--- src/rtl/hazard_ctrl_unit.sv ---
// hazard_ctrl_unit: multi-cycle load-use stall, branch flush sequencer, busy-memory freeze and writeback bypass history
module hazard_ctrl_unit #(
    parameter int DATA_W     = 32,
    parameter int REG_W      = 5,
    parameter int LOAD_LAT   = 1,
    parameter int BR_PENALTY = 1,
    parameter int WB_HIST    = 2
) (
    input  logic              clk,
    input  logic              reset,
    input  logic [31:0]       if_id_instr,
    input  logic              id_ex_mem_read,
    input  logic [REG_W-1:0]  id_ex_rt,
    input  logic              branch_taken,
    input  logic              mem_busy,
    input  logic              mem_wb_reg_write,
    input  logic [REG_W-1:0]  mem_wb_rd,
    input  logic [DATA_W-1:0] wb_rdata,
    input  logic [DATA_W-1:0] rs_data_in,
    input  logic [DATA_W-1:0] rt_data_in,
    output logic              pc_write,
    output logic              if_id_write_en,
    output logic              if_id_flush,
    output logic              id_ex_flush,
    output logic              pipe_hold,
    output logic [DATA_W-1:0] rs_data_out,
    output logic [DATA_W-1:0] rt_data_out
);
    localparam int MAXC = (LOAD_LAT > BR_PENALTY) ? LOAD_LAT : BR_PENALTY;
    localparam int CW   = $clog2(MAXC) + 1;

    typedef enum logic [1:0] {IDLE, LOAD_STALL, FLUSH} state_t;

    state_t state, state_n;
    logic [CW-1:0] cnt, cnt_n;

    logic [WB_HIST-1:0]             hv;
    logic [WB_HIST-1:0][REG_W-1:0]  hr;
    logic [WB_HIST-1:0][DATA_W-1:0] hd;

    logic [5:0]       opcode;
    logic [REG_W-1:0] rs_a, rt_a;
    logic             uses_rt, hit, capture, unused_bits;

    assign opcode      = if_id_instr[31:26];
    assign rs_a        = REG_W'(if_id_instr[25:21]);
    assign rt_a        = REG_W'(if_id_instr[20:16]);
    assign unused_bits = ^if_id_instr[15:0];
    assign uses_rt     = opcode == 6'h00 || opcode == 6'h04 || opcode == 6'h05 || opcode == 6'h2B;
    assign hit         = id_ex_mem_read && id_ex_rt != '0 &&
                         (id_ex_rt == rs_a || (id_ex_rt == rt_a && uses_rt));
    assign capture     = !mem_busy && mem_wb_reg_write && mem_wb_rd != '0;

    always_ff @(posedge clk or posedge reset) begin
        if (reset) begin
            state <= IDLE;
            cnt   <= '0;
        end else begin
            state <= state_n;
            cnt   <= cnt_n;
        end
    end

    always_comb begin
        state_n        = state;
        cnt_n          = cnt;
        pc_write       = 1'b1;
        if_id_write_en = 1'b1;
        if_id_flush    = 1'b0;
        id_ex_flush    = 1'b0;
        pipe_hold      = 1'b0;
        if (mem_busy) begin
            pipe_hold      = 1'b1;
            pc_write       = 1'b0;
            if_id_write_en = 1'b0;
        end else begin
            case (state)
                LOAD_STALL: begin
                    pc_write       = 1'b0;
                    if_id_write_en = 1'b0;
                    id_ex_flush    = 1'b1;
                    cnt_n          = cnt - CW'(1);
                    state_n        = (cnt == CW'(1)) ? IDLE : LOAD_STALL;
                end
                FLUSH: begin
                    if_id_flush = 1'b1;
                    cnt_n       = cnt - CW'(1);
                    state_n     = (cnt == CW'(1)) ? IDLE : FLUSH;
                end
                default: begin
                    if (hit) begin
                        pc_write       = 1'b0;
                        if_id_write_en = 1'b0;
                        id_ex_flush    = 1'b1;
                        if (LOAD_LAT > 1) begin
                            state_n = LOAD_STALL;
                            cnt_n   = CW'(LOAD_LAT - 1);
                        end
                    end else if (branch_taken) begin
                        if_id_flush = 1'b1;
                        if (BR_PENALTY > 1) begin
                            state_n = FLUSH;
                            cnt_n   = CW'(BR_PENALTY - 1);
                        end
                    end
                end
            endcase
        end
    end

    // newest entry lives at index 0; older ones shift up and the last falls off
    always_ff @(posedge clk or posedge reset) begin
        if (reset) begin
            hv <= '0;
            hr <= '0;
            hd <= '0;
        end else if (capture) begin
            for (int i = WB_HIST - 1; i > 0; i--) begin
                hv[i] <= hv[i-1];
                hr[i] <= hr[i-1];
                hd[i] <= hd[i-1];
            end
            hv[0] <= 1'b1;
            hr[0] <= mem_wb_rd;
            hd[0] <= wb_rdata;
        end
    end

    // scan oldest to newest so the newest match wins; live WB overrides everything
    always_comb begin
        rs_data_out = rs_data_in;
        rt_data_out = rt_data_in;
        for (int i = WB_HIST - 1; i >= 0; i--) begin
            if (hv[i] && rs_a != '0 && hr[i] == rs_a) rs_data_out = hd[i];
            if (hv[i] && rt_a != '0 && hr[i] == rt_a) rt_data_out = hd[i];
        end
        if (mem_wb_reg_write && rs_a != '0 && mem_wb_rd == rs_a) rs_data_out = wb_rdata;
        if (mem_wb_reg_write && rt_a != '0 && mem_wb_rd == rt_a) rt_data_out = wb_rdata;
    end
endmodule

--- config.mk ---
export PLATFORM = sky130hd
export DESIGN_NAME = hazard_ctrl_unit
export DESIGN_NICKNAME = d
export VERILOG_FILES = /design/src/rtl/hazard_ctrl_unit.sv
export SDC_FILE = /design/constraint.sdc
export NUM_CORES = 1
export LEC_CHECK = 0
export BUFFER_PORTS_ARGS = -buffer_cell sky130_fd_sc_hd__buf_2
export CORE_UTILIZATION = 55
export CTS_CLUSTER_SIZE = 16
export DETAILED_ROUTE_END_ITERATION = 8
export PLACE_DENSITY = 0.88
export SKIP_LAST_GASP = 1
export SLEW_MARGIN = 20
export SYNTH_ARGS = -nofsm -noshare
export SYNTH_HDL_FRONTEND = slang
export SYNTH_SLANG_ARGS = --single-unit
--- constraint.sdc ---
create_clock -name clk -period 6.7 [get_ports clk]
set_input_delay 0.67 -clock clk [delete_from_list [all_inputs] [get_ports clk]]
set_output_delay 0.67 -clock clk [all_outputs]
set_load 0.02 [all_outputs]
# After elaboration in Yosys (flattened, before gate mapping)
# Cells that the tools add are included.
# classes
n_addsub,1
bitwise,1
reduce_logical,31
muxes,20
eq_ne,13
# ops
op,count
$mux W32,6
$eq A5 B5 Y1,8
$reduce_bool A5 Y1,4
$logic_and A1 B1 Y1,17
$eq A6 B3 Y1 const B,2
$mux W1,9
$eq A6 B6 Y1 const B,1
$logic_not A6 Y1,1
$pmux W1 S2,3
$logic_or A1 B1 Y1,4
$pmux W2 S2,1
$reduce_and A2 Y1,2
$eq A2 B1 Y1 const B,1
$eq A2 B2 Y1 const B,1
$mux W2,1
$reduce_bool A2 Y1,1
$reduce_or A2 Y1,1
$logic_not A1 Y1,1
$not A1 Y1,1
$sub A1 B1 Y1 const B,1
# word_totals
register_bits,79
in_bits,144
word_cells,73
output_inout_bits,69

# Logic depth before layout (Yosys ltp)
# depth
depth_word,10
mapped_depth,8
ltp_nobuf,5

# Worst setup path before layout
# Ideal clock, no wire load.
# synth_path
path_type,input to output
from,input port if_id_instr[20]
to,output port rt_data_out[9]
cell_stages,8
t_required_ns,6.030
arrival_ns,2.614
slack_ns,3.416
path_buffers,3
path_cell_list,buf_2 or4_1 nor2_2 or4b_1 buf_2 buf_2 a221oi_1 o31ai_1
# synth_between
elab_chain_cells,6
elab_cells_between_ends,13
classes_between,3 x eq/ne; 3 x mux; 7 x reduce/logical
# synth_lines
element,line,source
start: declaration,11,"input logic [31:0] if_id_instr,"
$reduce_bool A5 Y1,"135, 138",
$logic_and A1 B1 Y1 (2 in a row),135,if (hv[i] && rt_a != '0 && hr[i] == rt_a) rt_data_out = hd[i];
$mux W32 (2 in a row),135,
$mux W32 *,138,if (mem_wb_reg_write && rt_a != '0 && mem_wb_rd == rt_a) rt_data_out = wb_rdata;
end: declaration,27,output logic [DATA_W-1:0] rt_data_out
# Every way passes the cells marked *; elsewhere a longest branch is shown, timed or not.

# Worst setup path in the final report
# layout_path
from,input port if_id_instr[19]
to,output port rt_data_out[0]
# Same word-level chain as after synthesis.

==> out/qor.csv <==
stage,metric,value,unit
clock_network,post_cts_buffers,0,
power_and_ir_drop,p_leak,3.32,nW
global_routing,overflow,0,
clock_network,htreeDepth,3,
clock_network,ctsResizeCount,0,
global_routing,grt_max_degree,89,
floorplanning,core,10300,um2
critical_path,worst_r2r_endpoint,cnt,
sta,tns,0,ps
cells_and_area,layout_commonest_cell,buf_2,
floorplanning,dieArea,11000,um2
floorplanning,io_pins,213,
global_routing,antenna_found_initial,1,
global_routing,grt_use_met2,0.531,
cells_and_area,diodes,0,
critical_path,start_kind,primary input,
logic_synthesis,synthFlopType,dfrtp_1,
logic_synthesis,ys_seq_area_frac,0.339,
logic_synthesis,synth_warnings,0,
power_and_ir_drop,switchingPower,0.649,mW
drt,vias,6054,
clock_network,holdBufCountCts,0,
global_routing,track_usage,0.325,
drt,routedWlPerCell,18.7,um
placed_design,place_hpwl,12200,um
drt,routed_wl,17800,um
sta,slew_violations,0,
cells_and_area,fill_cells,827,
global_routing,use_met3,0.0586,
placed_design,gp_congestion,0.879,
floorplanning,initial_utilization,0.567,
sta,hold_viol,0,
global_routing,grt_pass1_vias,5987,
drt,first_pass_iters,8,
critical_path,rr_worst_depth,4,
power_and_ir_drop,cellInternalPower,1.06,mW
floorplanning,rows,37,
sta,timing.hold.ws,487,ps
clock_network,clock_latency,360,ps
flow_run,drv_cap,0,
cells_and_area,most-common-layout-cells,"buf_2 (196), nor2_1 (89), nand2_1 (83)",
power_and_ir_drop,pwr-share-seq,0.373,
critical_path,criticalPathCategory,in2out,
critical_path,crit_path_end_kind,primary output,
logic_synthesis,synth-edff-count,0,
clock_network,clockBufferDepth,2,
power_and_ir_drop,combPwrFrac,0.417,
sta,min_period,4180,ps
clock_network,cts_made_buffers,9,
logic_synthesis,syn_nets,810,
cells_and_area,nNetsFinal,962,
drt,viasPerCell,6.33,
sta,rsz0062_at_grt,no,
power_and_ir_drop,clkPwrFrac,0.210,
clock_network,clock_sinks,79,
power_and_ir_drop,swShare,0.381,
critical_path,rrSetupSlack,5340,ps
logic_synthesis,syn-instance-count,664,
global_routing,grt_use_met1,0.404,
clock_network,cts.reportedPaths.clkPinSlew,80,ps
power_and_ir_drop,power_density,242,nW/um2
critical_path,startpoint,if_id_instr[19],
logic_synthesis,yosys_register_bits,79,
sta,setup_violations,0,
sta,skew,14.3,ps
sta,worstMarginPinSlew,1180,ps
placed_design,io_buffers,196,
drt,drtIter0Drc,524,
logic_synthesis,syn_area_per_cell,8.77,um2
logic_synthesis,yosys.cell_types.count,37,
sta,post-route-period-util,0.624,
sta,max_slew_margin,0.208,
cells_and_area,final_cells,956,
logic_synthesis,netlist_area,5820,um2
logic_synthesis,synthArstFlopShare,1.00,
global_routing,top_usage_layer,met2,
critical_path,cp.required,6030,ps
hold_path,holdPathEnd,hd[36],
floorplanning,fp.dieW,105,um
drt,antenna_left,0,
hold_path,hold_start,hd[36],
cells_and_area,layout-area-overhead-vs-synth,20.9,%
critical_path,critPathMaxFanout,33,
sta,timing.fmax,0.239,GHz
power_and_ir_drop,vdd_drop_max,0.164,mV
cells_and_area,drive_above_1_share,0.360,
critical_path,reg2reg_from,state[0],
drt,drcViolationCount,0,
floorplanning,die_h,105,um
hold_path,whs_path_depth,2,
placed_design,post-place-cells,941,
hold_path,hold_path.class,reg2reg,
critical_path,critPathArrivalTime,3510,ps
clock_network,cts_tree,done,
run_status,outcome,completed,
global_routing,grt_pass1_wl,28600,um
clock_network,root_buffer,clkbuf_8,
## per-stage QoR
stage	worst slack [ps]	cell area, um2	utilization	power [mW]
CTS	2530	7040	0.685	1.71
floorplan	3420	5820	-	1.13
finish	2520	7040	0.685	1.71
global placement	2590	6830	0.665	1.31
detailed placement	2560	6850	0.666	1.35
global route	2390	7040	0.685	1.81
## synth_stat cells, types with 2 or more instances
cell type | number | area [um2]
or4_1 | 5 | 37.5
nor3_1 | 6 | 30.0
mux2_2 | 58 | 653
a21oi_1 | 25 | 125
dfrtp_1 | 79 | 1980
buf_4 | 2 | 15.0
o31ai_1 | 20 | 150
or3_1 | 3 | 18.8
nand4_1 | 6 | 37.5
nor2b_1 | 3 | 18.8
inv_1 | 15 | 56.3
o21a_1 | 19 | 143
clkbuf_1 | 48 | 180
a221oi_1 | 21 | 184
xor2_1 | 12 | 105
o21ai_0 | 16 | 80.1
or4b_1 | 2 | 20.0
nand2b_1 | 3 | 18.8
ha_1 | 2 | 25.0
a221o_1 | 43 | 430
buf_6 | 6 | 67.6
nor2_1 | 89 | 334
a22o_1 | 44 | 385
nand2_1 | 83 | 312
nor2_2 | 2 | 12.5
nor4_1 | 2 | 12.5
xnor2_1 | 28 | 245
buf_2 | 13 | 65.1
## worst max path at each step
| stage | cells past startpoint | end | slack [ps] |
|---|---|---|---|
| 6_report | 8 | rt_data_out[0] | 2520 |
| 5_1_grt | 8 | rt_data_out[8] | 2390 |
| 2_1_floorplan | 8 | rt_data_out[9] | 3420 |
| 3_3_place_gp | 8 | rt_data_out[0] | 2590 |
| 3_5_place_dp | 8 | rt_data_out[0] | 2560 |
| 4_1_cts | 8 | rt_data_out[0] | 2530 |
## power groups by stage
stage	combinational [mW]	clock, mW	sequential, mW
2_1_floorplan	0.504	0	0.623
3_3_place_gp	0.679	0	0.635
3_5_place_dp	0.706	0	0.642
4_1_cts	0.708	0.364	0.634
5_1_grt	0.771	0.393	0.646
6_report	0.712	0.358	0.636
## cells by family after synthesis
group	after synthesis	synth area share
and+or+nand+nor	207	0.151
buffers and inverters	84	0.0659
xor gates and xnor gates	41	0.0629
adders and majority gates	2	0.00430
AOI/OAI and AO/OA	192	0.263
DFF	79	0.339
muxes	59	0.114
## metal layers
| layer | share of wire | wire, um | vias up |
|---|---|---|---|
| met3 | 0.086 | 1530 | 87 |
| li1 | - | - | 2724 |
| met1 | 0.39 | 7040 | 2853 |
| met5 | 0.00084 | 15 | - |
| met2 | 0.48 | 8500 | 388 |
| met4 | 0.042 | 750 | 2 |
## registers in the layout, summed over array words and instances (netlist names)
name and count:
hd 64, hr 10, hv 2, state 2, cnt 1
## layout make-up
class	count	area, um2	share of cell area
clock buffers	12	155	0.0220
clock inverters	3	42.5	0.00604
inverters	15	57.6	0.00817
multi-input cells	501	3560	0.505
flip-flops and latches	79	1980	0.281
well taps	136	170	0.0242
repair buffers	210	1090	0.154
## worst max-delay path, cell delays in order
cell,delay [ps]
buf_2,230
xor2_4,810
nand2b_1,190
or4b_1,640
buf_4,370
a221oi_1,120
o31ai_1,240
buf_2,230
Power figures use the tool's default switching activity.
